<file path="src/rtl/ltl_mon_pkg.sv">
// Shared types and constants for the LTL cluster reporter.
// Provides the id-width helper, default parameters and the event record layout.
package ltl_mon_pkg;

  localparam int DEF_SYM_W       = 8;
  localparam int DEF_NUM_LTL     = 13;
  localparam int DEF_RPT_PER_LTL = 4;
  localparam int DEF_STAMP_W     = 16;
  localparam int DEF_FIFO_DEPTH  = 8;
  localparam int DEF_CNT_W       = 8;

  // $clog2 that never returns 0, so a single property still gets a 1-bit id
  function automatic int LTL_ID_W(input int n);
    return (n > 1) ? $clog2(n) : 1;
  endfunction

  localparam int DEF_ID_W = LTL_ID_W(DEF_NUM_LTL);

  typedef struct packed {
    logic [DEF_ID_W-1:0]    id;
    logic [DEF_STAMP_W-1:0] stamp;
  } evt_rec_t;

endpackage

</file>
<file path="src/rtl/ltl_evt_fifo.sv">
// Synchronous FIFO with registered head record, full/empty flags and count.
// Ports: clk_i/rst_i, wr_en_i/wr_data_i, rd_en_i, head_valid_o/head_data_o,
// full_o, empty_o, count_o.
module ltl_evt_fifo #(
  parameter int W     = 20,
  parameter int DEPTH = 8
) (
  input  logic                     clk_i,
  input  logic                     rst_i,
  input  logic                     wr_en_i,
  input  logic [W-1:0]             wr_data_i,
  input  logic                     rd_en_i,
  output logic                     head_valid_o,
  output logic [W-1:0]             head_data_o,
  output logic                     full_o,
  output logic                     empty_o,
  output logic [$clog2(DEPTH):0]   count_o
);

  localparam int AW = $clog2(DEPTH);
  localparam logic [AW:0] FULL_CNT = (AW+1)'(DEPTH);

  logic [W-1:0]  mem_q [DEPTH];
  logic [AW-1:0] wr_ptr_q, wr_ptr_d;
  logic [AW-1:0] rd_ptr_q, rd_ptr_d;
  logic [AW:0]   count_q, count_d;
  logic          head_valid_q, head_valid_d;
  logic [W-1:0]  head_data_q, head_data_d;
  logic          wr_ok, rd_ok;

  // full is judged on the current count: no write lands on a full FIFO
  assign full_o  = (count_q == FULL_CNT);
  assign empty_o = (count_q == '0);
  assign count_o = count_q;
  assign wr_ok   = wr_en_i & ~full_o;
  assign rd_ok   = rd_en_i & head_valid_q;

  always_comb begin
    wr_ptr_d     = wr_ptr_q + AW'(wr_ok);
    rd_ptr_d     = rd_ptr_q + AW'(rd_ok);
    count_d      = count_q + (AW+1)'(wr_ok) - (AW+1)'(rd_ok);
    head_valid_d = (count_d != '0);
    // the slot being written may become the new head this very edge
    if (wr_ok && (wr_ptr_q == rd_ptr_d))
      head_data_d = wr_data_i;
    else
      head_data_d = mem_q[rd_ptr_d];
  end

  always_ff @(posedge clk_i) begin
    if (wr_ok)
      mem_q[wr_ptr_q] <= wr_data_i;
  end

  always_ff @(posedge clk_i or posedge rst_i) begin
    if (rst_i) begin
      wr_ptr_q     <= '0;
      rd_ptr_q     <= '0;
      count_q      <= '0;
      head_valid_q <= 1'b0;
      head_data_q  <= '0;
    end else begin
      wr_ptr_q     <= wr_ptr_d;
      rd_ptr_q     <= rd_ptr_d;
      count_q      <= count_d;
      head_valid_q <= head_valid_d;
      head_data_q  <= head_data_d;
    end
  end

  assign head_valid_o = head_valid_q;
  assign head_data_o  = head_data_q;

endmodule

</file>
<file path="src/rtl/ltl_cluster_reporter.sv">
// Per-cluster LTL match merger with sticky flags, timestamps and an event queue.
// Ports: report_in -> ltl_out/ltl_sticky, evt_* valid/ready record stream,
// overflow, cnt_sel/cnt_data. Macro LTL_HIT_COUNT_EN adds hit counters.
module ltl_cluster_reporter
  import ltl_mon_pkg::*;
#(
  parameter int SYM_W       = DEF_SYM_W,
  parameter int NUM_LTL     = DEF_NUM_LTL,
  parameter int RPT_PER_LTL = DEF_RPT_PER_LTL,
  parameter int STAMP_W     = DEF_STAMP_W,
  parameter int FIFO_DEPTH  = DEF_FIFO_DEPTH,
  parameter int CNT_W       = DEF_CNT_W
) (
  input  logic                             clk,
  input  logic                             reset,
  input  logic                             run,
  input  logic [SYM_W-1:0]                 symbols,
  input  logic [NUM_LTL*RPT_PER_LTL-1:0]   report_in,
  input  logic                             clear_sticky,
  output logic [NUM_LTL-1:0]               ltl_out,
  output logic [NUM_LTL-1:0]               ltl_sticky,
  output logic                             evt_valid,
  input  logic                             evt_ready,
  output logic [LTL_ID_W(NUM_LTL)-1:0]     evt_ltl_id,
  output logic [STAMP_W-1:0]               evt_stamp,
  output logic                             overflow,
  input  logic [LTL_ID_W(NUM_LTL)-1:0]     cnt_sel,
  output logic [CNT_W-1:0]                 cnt_data
);

  localparam int ID_W  = LTL_ID_W(NUM_LTL);
  localparam int REC_W = ID_W + STAMP_W;

  logic [NUM_LTL-1:0] hit;
  logic [NUM_LTL-1:0] pend_q, pend_d;
  logic [NUM_LTL-1:0] new_hit, coal, enq_oh;
  logic [NUM_LTL-1:0] sticky_q, sticky_d;
  logic               overflow_q, overflow_d;
  logic [STAMP_W-1:0] stamp_q, stamp_d;
  logic [STAMP_W-1:0] pstamp_q [NUM_LTL];
  logic [ID_W-1:0]    rr_q, rr_d;
  logic [ID_W-1:0]    sel_id;
  logic               sel_found;
  logic               enq;
  logic               fifo_full;
  logic [REC_W-1:0]   head;
  logic               unused_empty;
  logic [$clog2(FIFO_DEPTH):0] unused_cnt;
  logic               unused_ok;
  int                 idx;

  always_comb begin
    ltl_out = '0;
    for (int k = 0; k < NUM_LTL; k++)
      ltl_out[k] = |report_in[k*RPT_PER_LTL +: RPT_PER_LTL];
  end

  assign hit = ltl_out & {NUM_LTL{run}};

  // first pending property at or after rr_q, wrapping at NUM_LTL-1
  always_comb begin
    sel_found = 1'b0;
    sel_id    = '0;
    idx       = 0;
    for (int i = 0; i < NUM_LTL; i++) begin
      idx = int'(rr_q) + i;
      if (idx >= NUM_LTL)
        idx = idx - NUM_LTL;
      if (!sel_found && pend_q[idx]) begin
        sel_found = 1'b1;
        sel_id    = ID_W'(idx);
      end
    end
  end

  assign enq = run & sel_found & ~fifo_full;

  always_comb begin
    enq_oh = '0;
    if (enq)
      enq_oh[sel_id] = 1'b1;
  end

  always_comb begin
    rr_d = rr_q;
    if (enq)
      rr_d = (sel_id == ID_W'(NUM_LTL-1)) ? '0 : sel_id + 1'b1;
  end

  // a hit on the entry leaving this cycle re-arms it with a fresh stamp
  assign new_hit = hit & (~pend_q | enq_oh);
  assign coal    = hit & pend_q & ~enq_oh;
  assign pend_d  = (pend_q & ~enq_oh) | hit;

  assign sticky_d   = clear_sticky ? '0 : (sticky_q | hit);
  assign overflow_d = clear_sticky ? 1'b0 : (overflow_q | (|coal));
  assign stamp_d    = run ? stamp_q + 1'b1 : stamp_q;

  always_ff @(posedge clk or posedge reset) begin
    if (reset) begin
      pend_q     <= '0;
      sticky_q   <= '0;
      overflow_q <= 1'b0;
      stamp_q    <= '0;
      rr_q       <= '0;
      for (int k = 0; k < NUM_LTL; k++)
        pstamp_q[k] <= '0;
    end else begin
      pend_q     <= pend_d;
      sticky_q   <= sticky_d;
      overflow_q <= overflow_d;
      stamp_q    <= stamp_d;
      rr_q       <= rr_d;
      for (int k = 0; k < NUM_LTL; k++)
        if (new_hit[k])
          pstamp_q[k] <= stamp_q;
    end
  end

  ltl_evt_fifo #(
    .W     (REC_W),
    .DEPTH (FIFO_DEPTH)
  ) u_fifo (
    .clk_i        (clk),
    .rst_i        (reset),
    .wr_en_i      (enq),
    .wr_data_i    ({sel_id, pstamp_q[sel_id]}),
    .rd_en_i      (evt_ready),
    .head_valid_o (evt_valid),
    .head_data_o  (head),
    .full_o       (fifo_full),
    .empty_o      (unused_empty),
    .count_o      (unused_cnt)
  );

  assign evt_ltl_id = head[REC_W-1 -: ID_W];
  assign evt_stamp  = head[STAMP_W-1:0];
  assign ltl_sticky = sticky_q;
  assign overflow   = overflow_q;

`ifdef LTL_HIT_COUNT_EN
  logic [CNT_W-1:0] cnt_q [NUM_LTL];

  always_ff @(posedge clk or posedge reset) begin
    if (reset) begin
      for (int k = 0; k < NUM_LTL; k++)
        cnt_q[k] <= '0;
    end else begin
      for (int k = 0; k < NUM_LTL; k++)
        if (hit[k] && (cnt_q[k] != '1))
          cnt_q[k] <= cnt_q[k] + 1'b1;
    end
  end

  always_comb begin
    cnt_data = '0;
    if (int'(cnt_sel) < NUM_LTL)
      cnt_data = cnt_q[cnt_sel];
  end

  assign unused_ok = ^symbols;
`else
  assign cnt_data  = '0;
  assign unused_ok = ^{symbols, cnt_sel};
`endif

endmodule
</file>
<file path="config.mk">
export PLATFORM = sky130hd
export DESIGN_NAME = ltl_cluster_reporter
export DESIGN_NICKNAME = d
export VERILOG_FILES = /design/src/rtl/ltl_mon_pkg.sv /design/src/rtl/ltl_evt_fifo.sv /design/src/rtl/ltl_cluster_reporter.sv
export SDC_FILE = /design/constraint.sdc
export NUM_CORES = 1
export LEC_CHECK = 0
export CAP_MARGIN = 5
export CORE_MARGIN = 5
export CORE_UTILIZATION = 30
export CTS_BUF_LIST = sky130_fd_sc_hd__clkbuf_8
export CTS_CLUSTER_DIAMETER = 50
export DETAILED_ROUTE_END_ITERATION = 10
export SYNTH_ARGS = -nofsm -noshare
export SYNTH_HDL_FRONTEND = slang
export SYNTH_HIERARCHICAL = 1
export SYNTH_SLANG_ARGS = --single-unit
</file>
<file path="constraint.sdc">
create_clock -name clk -period 10.54 [get_ports clk]
set_input_delay 1.054 -clock clk [delete_from_list [all_inputs] [get_ports clk]]
set_output_delay 1.054 -clock clk [all_outputs]
set_load 0.005 [all_outputs]
</file>
---- After elaboration in Yosys (flattened, before gate mapping) ----
Memories as Yosys holds them, arrays and structs flattened. A register that Yosys moved wholly into a read port is not among the register bits.
Index checks and enable logic that the tools add are counted.
W data, S select, Z words.
storage, ports and cells
  input port bits ......................... 69
  bits in writable memories ............... 160
  flip-flop bits (word level) ............. 266
  memories ................................ 1
  output and inout bits ................... 56
operators by class
  equality and inequality tests ........... 2
  reduce and logical (&&, ||, !) cells .... 40
  $add $sub $neg .......................... 31
  $lt $le $gt $ge ......................... 29
  bitwise operators ....................... 17
  mux-type cells .......................... 89
memories
  memory        depth  width  read ports  clocked after memory_dff  write ports  RTL line            RTL
  u_fifo.mem_q  8      20     1           1                         1            ltl_evt_fifo.sv:23  logic [W-1:0] mem_q [DEPTH];
operators with widths
  kind                     number
  $lt A32 B6 Y1 const B    13
  $mux W32                 13
  $sub A5 B4 Y6 const B    12
  $and A13 B13 Y13         5
  $bmux W16 S4             1
  $ge A5 B4 Y1 const B     12
  $mux W4                  14
  $bmux W1 S4              13
  $reduce_or A4 Y1         13
  $mux W1                  43
  $or A13 B13 Y13          3
  $mux W16                 2
  $mux W13                 2
  $not A13 Y13             2
  $add A4 B4 Y5 const B    5
  $add A4 B3 Y5 const B    4
  $add A16 B1 Y16 const B  1
  $logic_and A1 B1 Y1      13
  $reduce_or A13 Y1        1
  $logic_not A1 Y1         12
  $add A4 B2 Y5 const B    2
  $eq A4 B4 Y1 const B     2
  $add A3 B1 Y3            2
  $add A4 B1 Y5 const B    1
  14 further kinds         17

---- Longest topological paths before layout ----
  word-level depth ........................ 52
  gate-level depth with buffers ........... 32

---- By module ----
Netlist, hierarchy kept.
by module, submodules not included
  module                instances  area an instance (sq um)  cells each
  ltl_cluster_reporter  1          17918.4                   1744
  ltl_evt_fifo          1          7533.5                    377

---- Worst setup path before layout ----
No wires, ideal clock.
  path type ............................... register -> register
  start point ............................. reg rr_q[0]
  end point ............................... mem u_fifo.mem_q[0][0] (enable)
  data arrival time ....................... 6915 ps
  path buffers ............................ 9
  library setup time ...................... 448 ps
  cell stages (with the launch flop) ...... 25
  period minus slack after synthesis ...... 7363 ps
  required time ........................... 10092 ps
  setup slack ............................. 3177 ps
  path through ............................ dfrtp_1 -> buf_4 -> buf_2 -> inv_2 -> buf_2 -> buf_2 -> clkbuf_1 -> buf_1 -> ha_1 -> nand2b_1 -> clkbuf_1 -> o211a_1 -> nor3_1 -> or3b_2 -> mux2_2 -> o211ai_1 -> or4_1 -> buf_2 -> or2_1 -> or4_1 -> nand3b_2 -> inv_1 -> nand2b_4 -> buf_6 -> nor4_1
on the way
  word-level cells in the longest chain between the ends .. 47
  elaborated cells between the ends (all ways) .. 132
  classes of those cells .................. add/sub (25); order compare (13); mux (67); bitwise (3); reduce/logical (24)
ends and longest elaborated chain
  element                                                                 RTL line                     RTL
  from (decl)                                                             ltl_cluster_reporter.sv:41   logic [ID_W-1:0] rr_q, rr_d;
  from (signal assigned)                                                  ltl_cluster_reporter.sv:113  rr_q <= rr_d;
  parallel branches: the longest is 41 deep, another holds $sub A5 B4 Y6  n/a
  $mux W1 (*)                                                             ltl_cluster_reporter.sv:69   if (!sel_found && pend_q[idx]) begin
  $and A1 B1 Y1 (*) (2 in a row)                                          ltl_cluster_reporter.sv:76   assign enq = run & sel_found & ~fifo_full;
  net enq                                                                 ltl_cluster_reporter.sv:44   logic enq;
  $and A1 B1 Y1 (*)                                                       ltl_evt_fifo.sv:35           assign wr_ok = wr_en_i & ~full_o;
  $mux W1 (*)                                                             ltl_evt_fifo.sv:51           if (wr_ok)
  $mux W1 (not written as such) (*)                                       ltl_evt_fifo.sv:52           mem_q[wr_ptr_q] <= wr_data_i;
  to (decl)                                                               ltl_evt_fifo.sv:23
Mark *: on every way through the listed nets, which the timed path passes. The select of a mux whose other input is x is not followed.

---- Final worst setup path ----
  start point ............................. reg rr_q[2]
  end point ............................... reg u_fifo.head_valid_q (netlist: u_fifo/head_valid_o)
on the way
  word-level cells in the longest chain between the ends .. 48
  elaborated cells between the ends (all ways) .. 133
  classes of those cells .................. add/sub (27); order compare (13); mux (65); bitwise (3); reduce/logical (25)
ends and longest elaborated chain
  element                                                                 RTL line                    RTL
  parallel branches: the longest is 41 deep, another holds $sub A5 B4 Y6  n/a
  $mux W1 (*)                                                             ltl_cluster_reporter.sv:69
  $and A1 B1 Y1 (*) (2 in a row)                                          ltl_cluster_reporter.sv:76
  net enq                                                                 ltl_cluster_reporter.sv:44
  $and A1 B1 Y1 (*)                                                       ltl_evt_fifo.sv:35
  $add A4 B1 Y4 (*)                                                       ltl_evt_fifo.sv:41          count_d = count_q + (AW+1)'(wr_ok) - (AW+1)'(rd_ok);
  $sub A4 B1 Y4 (*)                                                       ltl_evt_fifo.sv:41
  net u_fifo.count_d[1]                                                   ltl_evt_fifo.sv:26          logic [AW:0] count_q, count_d;
  $reduce_bool A4 Y1 (*)                                                  ltl_evt_fifo.sv:42          head_valid_d = (count_d != '0);
  net u_fifo.head_valid_d                                                 ltl_evt_fifo.sv:27          logic head_valid_q, head_valid_d;
  to (signal assigned)                                                    ltl_evt_fifo.sv:66          head_valid_q <= head_valid_d;
  to (decl)                                                               ltl_evt_fifo.sv:27
Marks and branches as above.
A chain may end at the register's enable or synchronous reset.

==> results.py <==
metrics = {
    "flow_run": {
        "drv_cap": 0,
    },
    "synthesis": {
        "synth.avg_cell_area_sq_um": 12.00,
        "postSynthCellCount": 2120,
        "yosys_warnings": 6,
        "syn_area_sq_um": 25440,
    },
    "critical_path": {
        "end_kind": "flip-flop",
        "required_ns": 11.02,
        "crit_arrival_ns": 8.73,
        "path_class": "flip-flop to flip-flop",
        "startpoint_type": "flip-flop",
        "cp_max_fo": 21,
    },
    "worst_hold_path": {
        "hold_path_class": "flip-flop to flip-flop",
    },
    "layout": {
        "syn2layout_area_growth_pct": 14.10,
        "seq_area_sq_um": 11970,
        "nNetsFinal": 2286,
        "multi_input_area_sq_um": 12540,
        "nFillCells": 8290,
        "drive_gt1_share_pct": 23.40,
        "most-common-layout-cells": "285 x dfrtp_1, 242 x mux2i_1, 203 x mux2_2",
        "layout_commonest_cell": "dfrtp_1",
    },
    "grt": {
        "grt_pass1_wl_um": 113300,
        "antenna_found_initial": 3,
        "grt_max_degree": 105,
        "grt_usage_pct": 16.01,
        "grt_pass1_vias": 18440,
        "grt_overflow": 0,
    },
    "die": {
        "row_count": 106,
        "die_h_um": 301.2,
        "die_x_um": 301.2,
        "coreArea_sq_um": 83820,
        "ioPinCount": 125,
        "dieArea_sq_um": 90740,
        "start_util_pct": 30.36,
    },
    "status": {
        "status": "complete, no violations",
    },
    "route": {
        "highest_layer": "met5",
        "postRouteWirelength_um": 73600,
        "via_per_inst": 5.285,
        "ant_nets": 0,
        "first_pass_iters": 5,
        "dr_wl_met2_um": 36040,
        "drt_iter0_markers": 1322,
        "drc_errors": 0,
        "wl_met1_um": 31160,
        "num_vias": 17860,
        "met3WireLength_um": 4210,
        "wl_per_cell_um": 21.78,
    },
    "clock_tree": {
        "cts_hold_buf": 0,
        "clkSlewWorstSetupHoldPaths_ns": 0.06,
        "h-tree-depth": 3,
        "clock_path_buffers": 3,
        "clock_latency_ns": 0.65,
        "cts_sinks": 446,
        "cts_made_buffers": 76,
        "cts_setup_buffers": 0,
        "cts_root_buffer": "clkbuf_8",
        "cts_tree": "done",
        "post_cts_resized": 0,
    },
    "place": {
        "detailed_place_hpwl_um": 49220,
        "gp_congestion": 0.9494,
        "portBuffers": 104,
    },
    "timing": {
        "fin_setup_tns_ns": 0,
        "rsz0062_at_grt": "false",
        "max-slew-margin-rel_pct": 23.56,
        "worst_pin_slew_ns": 1.140,
        "hold_viol_final": 0,
        "finalSetupViolCount": 0,
        "fin_crit_ns": 8.248,
        "fin_skew_ns": 0.04565,
        "period_share_pct": 78.25,
        "drv_slew": 0,
        "timing.fmax_mhz": 121.2,
    },
}
## metrics by stage
step	utilization [%]	area (sq um)	cells	hold slack [ns]	setup WS (ns)
after floorplan	-	25470	2127	0.4640	2.473
after global placement	32.75	27450	3240	0.4729	2.503
after detailed placement	32.75	27450	3240	0.4816	2.563
after CTS	34.63	29030	3378	0.4937	2.524
after global routing	34.64	29030	3379	0.5149	1.946
final	34.64	29030	3379	0.4909	2.292
## metal layers
layer | global-route usage [%] | vias up
met5 | 0 | -
li1 | - | 8078
met3 | 2.858 | 144
met4 | 5.450 | 2
met2 | 27.14 | 586
met1 | 20.73 | 9048
## worst max-delay path, cell delays in order (launching register included)
cell      delay [ns]
dfrtp_1         0.79
ha_1            1.01
clkinv_1        0.74
nor2_1          0.48
o221ai_1        0.20
xnor2_1         0.26
a221o_1         0.42
a21o_1          0.23
or4_1           0.76
or2_1           0.38
or4_1           0.54
nand3b_2        0.24
inv_1           0.21
nand2b_4        0.21
ha_1            0.25
inv_1           0.06
ha_1            0.15
inv_1           0.06
fa_1            0.49
inv_1           0.06
or4_1           0.52
## path summary, 6_finish.rpt
check / start / to / slack, ns / depth (start not counted)
setup / recovery: rr_q[2] / u_fifo/head_valid_o / 2.29 / 20
hold / removal: pstamp_q[101] / pstamp_q[101] / 0.49 / 1
setup reg to reg: rr_q[2] / u_fifo/head_valid_o / 2.29 / 20
hold reg to reg: pstamp_q[101] / pstamp_q[101] / 0.49 / 1
max in group asynchronous: reset / rr_q[0] / 7.98 / 3
min in group asynchronous: reset / pstamp_q[25] / 0.96 / 2
## registers in the layout, indices dropped and copies added, names as in the netlist, 4 cells and up
| name | count |
|---|---|
| ltl_sticky | 13 |
| u_fifo/head_data_o | 20 |
| pend_q | 13 |
| u_fifo/count_o | 4 |
| pstamp_q | 208 |
| rr_q | 4 |
| stamp_q | 16 |
| u_fifo/mem_q | 160 |
## cell type report
cell class | count | area share, %
Inverter | 37 | 0.5042
Multi-Input combinational cell | 1477 | 43.20
Sequential cell | 446 | 41.21
Clock inverter | 44 | 0.9869
Tap cell | 1134 | 4.887
Clock buffer | 94 | 4.456
Antenna cell | 1 | 0.008620
Timing Repair Buffer | 146 | 4.741
Power is left out: the tool's default activity adds up to more than one toggle a clock period on the data nets, which glitch-free logic cannot reach.
